==> src/rtl/instruction_fetch_pkg.sv <==
// Shared fetch-stage definitions: FSM state encoding, instruction size and
// IF/ID record field widths, reused by decode and the hazard unit.
package instruction_fetch_pkg;

   typedef enum logic [1:0] {
      S_IDLE    = 2'd0,
      S_REQUEST = 2'd1,
      S_HOLD    = 2'd2,
      S_DRAIN   = 2'd3
   } fetch_state_t;

   localparam int unsigned INSTR_BYTES = 4;
   localparam int unsigned IFID_ADDR_W = 32;
   localparam int unsigned IFID_DATA_W = 32;

endpackage

==> src/rtl/instruction_fetch_ifid_register.sv <==
// IF/ID pipeline register: valid/instr/pc/pcPlus4 with clear, load and hold.
// Priority is reset, clear, load, hold; with none of them the entry becomes a bubble.
module ifid_register
   import instruction_fetch_pkg::*;
#(
   parameter int ADDR_W = IFID_ADDR_W,
   parameter int DATA_W = IFID_DATA_W
) (
   input  logic              clk,
   input  logic              reset,
   input  logic              i_load,
   input  logic              i_clear,
   input  logic              i_hold,
   input  logic [DATA_W-1:0] i_instr,
   input  logic [ADDR_W-1:0] i_pc,
   output logic              o_valid,
   output logic [DATA_W-1:0] o_instr,
   output logic [ADDR_W-1:0] o_pc,
   output logic [ADDR_W-1:0] o_pcPlus4
);

   always_ff @(posedge clk) begin
      if (reset) begin
         o_valid   <= 1'b0;
         o_instr   <= '0;
         o_pc      <= '0;
         o_pcPlus4 <= '0;
      end else if (i_clear) begin
         o_valid <= 1'b0;
      end else if (i_load) begin
         o_valid   <= 1'b1;
         o_instr   <= i_instr;
         o_pc      <= i_pc;
         o_pcPlus4 <= i_pc + ADDR_W'(INSTR_BYTES);
      end else if (!i_hold) begin
         o_valid <= 1'b0;
      end
   end

endmodule

==> src/rtl/instruction_fetch.sv <==
// MIPS fetch stage: ready-based instruction memory handshake, one-entry skid
// buffer for decode stalls, and flush handling that never abandons a request.
module instruction_fetch
   import instruction_fetch_pkg::*;
#(
   parameter int ADDR_W = IFID_ADDR_W,
   parameter int DATA_W = IFID_DATA_W
) (
   input  logic              clk,
   input  logic              reset,
   input  logic [ADDR_W-1:0] pcAddress,
   output logic              pcAdvance,
   output logic              memReq,
   output logic [ADDR_W-1:0] memAddr,
   input  logic              memReady,
   input  logic [DATA_W-1:0] memData,
   input  logic              flush,
   input  logic              decodeStall,
   output logic              ifidValid,
   output logic [DATA_W-1:0] ifidInstruction,
   output logic [ADDR_W-1:0] ifidPc,
   output logic [ADDR_W-1:0] ifidPcPlus4
);

   fetch_state_t      r_state, w_next;
   logic [ADDR_W-1:0] r_memAddr;
   logic [ADDR_W-1:0] r_skidPc;
   logic [DATA_W-1:0] r_skidInstr;

   logic              w_accept;
   logic              w_toSkid;
   logic              w_load;
   logic [DATA_W-1:0] w_loadInstr;
   logic [ADDR_W-1:0] w_loadPc;

   always_comb begin
      w_next      = r_state;
      w_accept    = 1'b0;
      w_toSkid    = 1'b0;
      w_load      = 1'b0;
      w_loadInstr = memData;
      w_loadPc    = r_memAddr;
      case (r_state)
         S_IDLE: begin
            if (!flush) w_next = S_REQUEST;
         end
         S_REQUEST: begin
            if (flush) begin
               w_next = memReady ? S_IDLE : S_DRAIN;
            end else if (memReady) begin
               w_accept = 1'b1;
               if (!ifidValid || !decodeStall) begin
                  w_load = 1'b1;
               end else begin
                  w_toSkid = 1'b1;
                  w_next   = S_HOLD;
               end
            end
         end
         S_HOLD: begin
            if (flush) begin
               w_next = S_IDLE;
            end else if (!decodeStall) begin
               w_load      = 1'b1;
               w_loadInstr = r_skidInstr;
               w_loadPc    = r_skidPc;
               w_next      = S_REQUEST;
            end
         end
         S_DRAIN: begin
            // The outstanding response is consumed and dropped, flush or not.
            if (memReady) w_next = S_IDLE;
         end
         default: w_next = S_IDLE;
      endcase
   end

   // Skid occupancy is implied by S_HOLD, so leaving that state empties it.
   always_ff @(posedge clk) begin
      if (reset) begin
         r_state     <= S_IDLE;
         r_memAddr   <= '0;
         r_skidPc    <= '0;
         r_skidInstr <= '0;
      end else begin
         r_state <= w_next;
         if (r_state == S_IDLE && !flush) begin
            r_memAddr <= pcAddress;
         end else if (w_accept) begin
            r_memAddr <= r_memAddr + ADDR_W'(INSTR_BYTES);
         end
         if (w_toSkid) begin
            r_skidInstr <= memData;
            r_skidPc    <= r_memAddr;
         end
      end
   end

   assign pcAdvance = w_accept & ~reset;
   assign memReq    = (r_state == S_REQUEST) || (r_state == S_DRAIN);
   assign memAddr   = r_memAddr;

   ifid_register #(
      .ADDR_W (ADDR_W),
      .DATA_W (DATA_W)
   ) u_ifid (
      .clk       (clk),
      .reset     (reset),
      .i_load    (w_load),
      .i_clear   (flush),
      .i_hold    (decodeStall),
      .i_instr   (w_loadInstr),
      .i_pc      (w_loadPc),
      .o_valid   (ifidValid),
      .o_instr   (ifidInstruction),
      .o_pc      (ifidPc),
      .o_pcPlus4 (ifidPcPlus4)
   );

endmodule

==> config.mk <==
export PLATFORM = sky130hd
export DESIGN_NAME = instruction_fetch
export DESIGN_NICKNAME = d
export VERILOG_FILES = /design/src/rtl/instruction_fetch_pkg.sv /design/src/rtl/instruction_fetch_ifid_register.sv /design/src/rtl/instruction_fetch.sv
export SDC_FILE = /design/constraint.sdc
export NUM_CORES = 1
export LEC_CHECK = 0
export CAP_MARGIN = 30
export CORE_ASPECT_RATIO = 0.6
export CORE_MARGIN = 2
export CORE_UTILIZATION = 35
export DETAILED_ROUTE_END_ITERATION = 10
export PLACE_DENSITY_LB_ADDON = 0.3
export SLEW_MARGIN = 20
export SYNTH_ARGS = -nofsm -noshare
export SYNTH_HDL_FRONTEND = slang
export SYNTH_SLANG_ARGS = --single-unit
==> constraint.sdc <==
create_clock -name clk -period 9.5 [get_ports clk]
set_input_delay 0.95 -clock clk [delete_from_list [all_inputs] [get_ports clk]]
set_output_delay 0.95 -clock clk [all_outputs]
set_load 0.005 [all_outputs]
==> impl_metrics.ini <==
[setup_path]
cp-start-kind = input pin
slowest_delay_ns = 0.62
path_buf_inv = 2
critPathRequiredTime_ns = 9.85
critical_path_arrival_ns = 4.26
path_max_fanout = 42
critPathKind = in -> reg
critPathTopFamily = simple AND/OR/NAND/NOR gates
critical_path.endpoint_type = flop
crit_slowest_cell = or4_1
path_cells = clkdlybuf4s50_1, or3b_2, buf_4, mux2_2, ha_1, o211ai_1, or4_1, o311ai_1

[synth]
yosysWarnings = 0
synth_area_leaders = dfxtp_1 (43%), nand2_1 (8.0%), mux2i_1 (6.9%), a211oi_1 (5.9%), nor2_1 (4.8%)
ys_seq_area_frac = 0.425
syn_area_mm2 = 0.00909
syn_nets = 1192
synth_top_flop_cell = dfxtp_1
synth-seq-cells = 193
yosys.area.top_type = dfxtp_1
ys_top_cells_by_count = dfxtp_1 (193), nand2_1 (193), nor2_1 (116), a21oi_1 (79), clkbuf_1 (75)
ys_types = 60
syn_inst = 1116
synth-async-reset-ratio = 0
synth_edf_count = 0
avgSynthCellArea_um2 = 8.15
synth_top_area_frac = 0.425

[placed_design]
hpwl_um = 19600
dp_slack_ns = 5.16
gp_congestion = 0.873
port_buffers = 199
placed_cells_incl_taps = 1582

[timing]
setup_tns_ns = 0
period_share = 0.411
tightest_slew_ns = 0.887
finalSetupViolations = 0
slew_violations = 0
fin_ws_ns = 5.59
slew-limit-headroom = 0.409
fmax_mhz = 256
finClkSkew_ns = 0.00818
min_period_ns = 3.91
rsz0062_at_grt = no
hold_viol_final = 0

[route]
ant_nets = 0
dr.first_iter.drc_count = 663
dr.pass1.iters = 6
post_drt_wl_per_cell_um = 17.5
vias = 8631
drc_errors = 0
wirelength_um = 28200
avgViaCountPerCell = 5.34

[floorplan]
initial_core_util = 0.358
die_area_mm2 = 0.0273
io_pins = 200
coreArea_mm2 = 0.0254
die_w_um = 212
num_rows = 45
fp.dieH_um = 129

[cells_and_area]
fill_cells = 2481
syn_to_final_growth_pct = 31.1
fin_cells = 1615
drive_above_1_share = 0.0554
fin_nets = 1326
final_core_util = 0.469
antenna_cells = 0

[clock_network]
root_buffer = clkbuf_16
cts_made_buffers = 17
clock_latency_ns = 0.45
cts_tree = yes
post-cts-setup-buffers = 0
path_clk_slew_ns = 0.07
postCtsHoldBufs = 0
cts_num_sinks = 193
cts_resized = 0
clk_path_buf_depth = 2
h-tree-depth = 4

[grt]
overflow = 0
grt_pass1_wl_um = 44600
antenna_found_initial = 0
grt_max_degree = 90
grt_pass1_vias = 7873
track_usage = 0.209

[pwr]
leakagePower_uw = 0.00410
p_total_uw = 1940
power.density_cell_area_mw_per_mm2 = 163
ir_drop_v = 0.000129

[min_path]
hp-class = reg -> reg

[job]
max_cap_viol_count = 0

[outcome]
status = complete, no violations
## sequential cells by signal (all words and copies together), names as in the netlist
register,flops
r_skidPc,32
u_ifid.o_instr,32
u_ifid.o_valid,1
r_state,2
u_ifid.o_pc,30
u_ifid.o_pcPlus4,32
memAddr,32
r_skidInstr,32
## stage by stage
| step | instance area [um2] | hold WS [ns] |
|---|---|---|
| after floorplan | 9090 | 0.436 |
| after global placement | 11200 | 0.440 |
| after detailed placement | 11300 | 0.446 |
| after CTS | 11900 | 0.454 |
| after global routing | 11900 | 0.466 |
| final | 11900 | 0.453 |
## final cells by class
| cell class | instances | area [um2] | share of cell area |
|---|---|---|---|
| well taps | 352 | 440 | 0.0370 |
| clock buffers | 20 | 467 | 0.0392 |
| flip-flops and latches | 193 | 3860 | 0.324 |
| multi-input cells | 818 | 4840 | 0.406 |
| repair buffers | 212 | 2100 | 0.176 |
| clock inverters | 12 | 180 | 0.0151 |
| inverters | 8 | 30.0 | 0.00252 |
## metal layers
layer	GRT usage	part of all wire	routed length, um
met4	0.0617	0.015	417
met1	0.299	0.49	13800
met2	0.313	0.43	12200
met5	0	0	0
met3	0.0474	0.063	1770
## worst paths after layout
path | start | to | slack (ns) | cells after the start
setup / recovery | flush | u_ifid.o_pcPlus4[20] | 5.59 | 8
hold / removal | u_ifid.o_pcPlus4[5] | u_ifid.o_pcPlus4[5] | 0.45 | 2
setup reg to reg | r_state[0] | u_ifid.o_pcPlus4[20] | 6.01 | 9
hold reg to reg | u_ifid.o_pcPlus4[5] | u_ifid.o_pcPlus4[5] | 0.45 | 2
## power by group
part	switching [uW]	total, uW	internal (uW)
combinational	120	249	130
sequential	55.1	895	840
clock	336	800	463
total	511	1940	1430
## logic make-up after synthesis
group | count (synthesis) | synth area share
multiplexers | 73 | 0.0818
AO/OA/AOI/OAI | 236 | 0.173
AND/OR/NAND/NOR | 474 | 0.237
XOR/XNOR | 28 | 0.0270
buffers and inverters | 105 | 0.0458
flip-flops | 193 | 0.425
adder cells (fa/ha/maj) | 7 | 0.00963
## worst min-delay path, cell delays in order, from the launching register on
cell and delay, ns:
dfxtp_1 0.31, nand2_1 0.05, a21oi_1 0.05
## cell usage in the layout (no fill, tap or decap), types with 4 or more instances in the layout
master | synthesis | layout
xnor2_1 | 14 | 14
a311oi_1 | 9 | 9
ha_1 | 7 | 7
mux2i_1 | 63 | 63
xor2_1 | 14 | 14
nor2_1 | 116 | 115
dfxtp_1 | 193 | 193
o31ai_1 | 6 | 6
nor3_1 | 34 | 34
o211a_1 | 7 | 6
a211oi_1 | 71 | 71
mux2_2 | 10 | 10
clkdlybuf4s50_1 | 0 | 198
o21ai_0 | 22 | 22
clkbuf_16 | 0 | 17
and3_1 | 7 | 7
buf_4 | 2 | 10
nand3_1 | 52 | 51
inv_1 | 8 | 8
nand2_1 | 193 | 192
a21oi_1 | 79 | 79
o211ai_1 | 5 | 5
bufinv_16 | 0 | 4
nor4_1 | 10 | 10
o311ai_0 | 8 | 8
or4_1 | 7 | 7
or3_1 | 9 | 9
nand4_1 | 23 | 23
No activity file was read; power rests on OpenSTA's default activity.
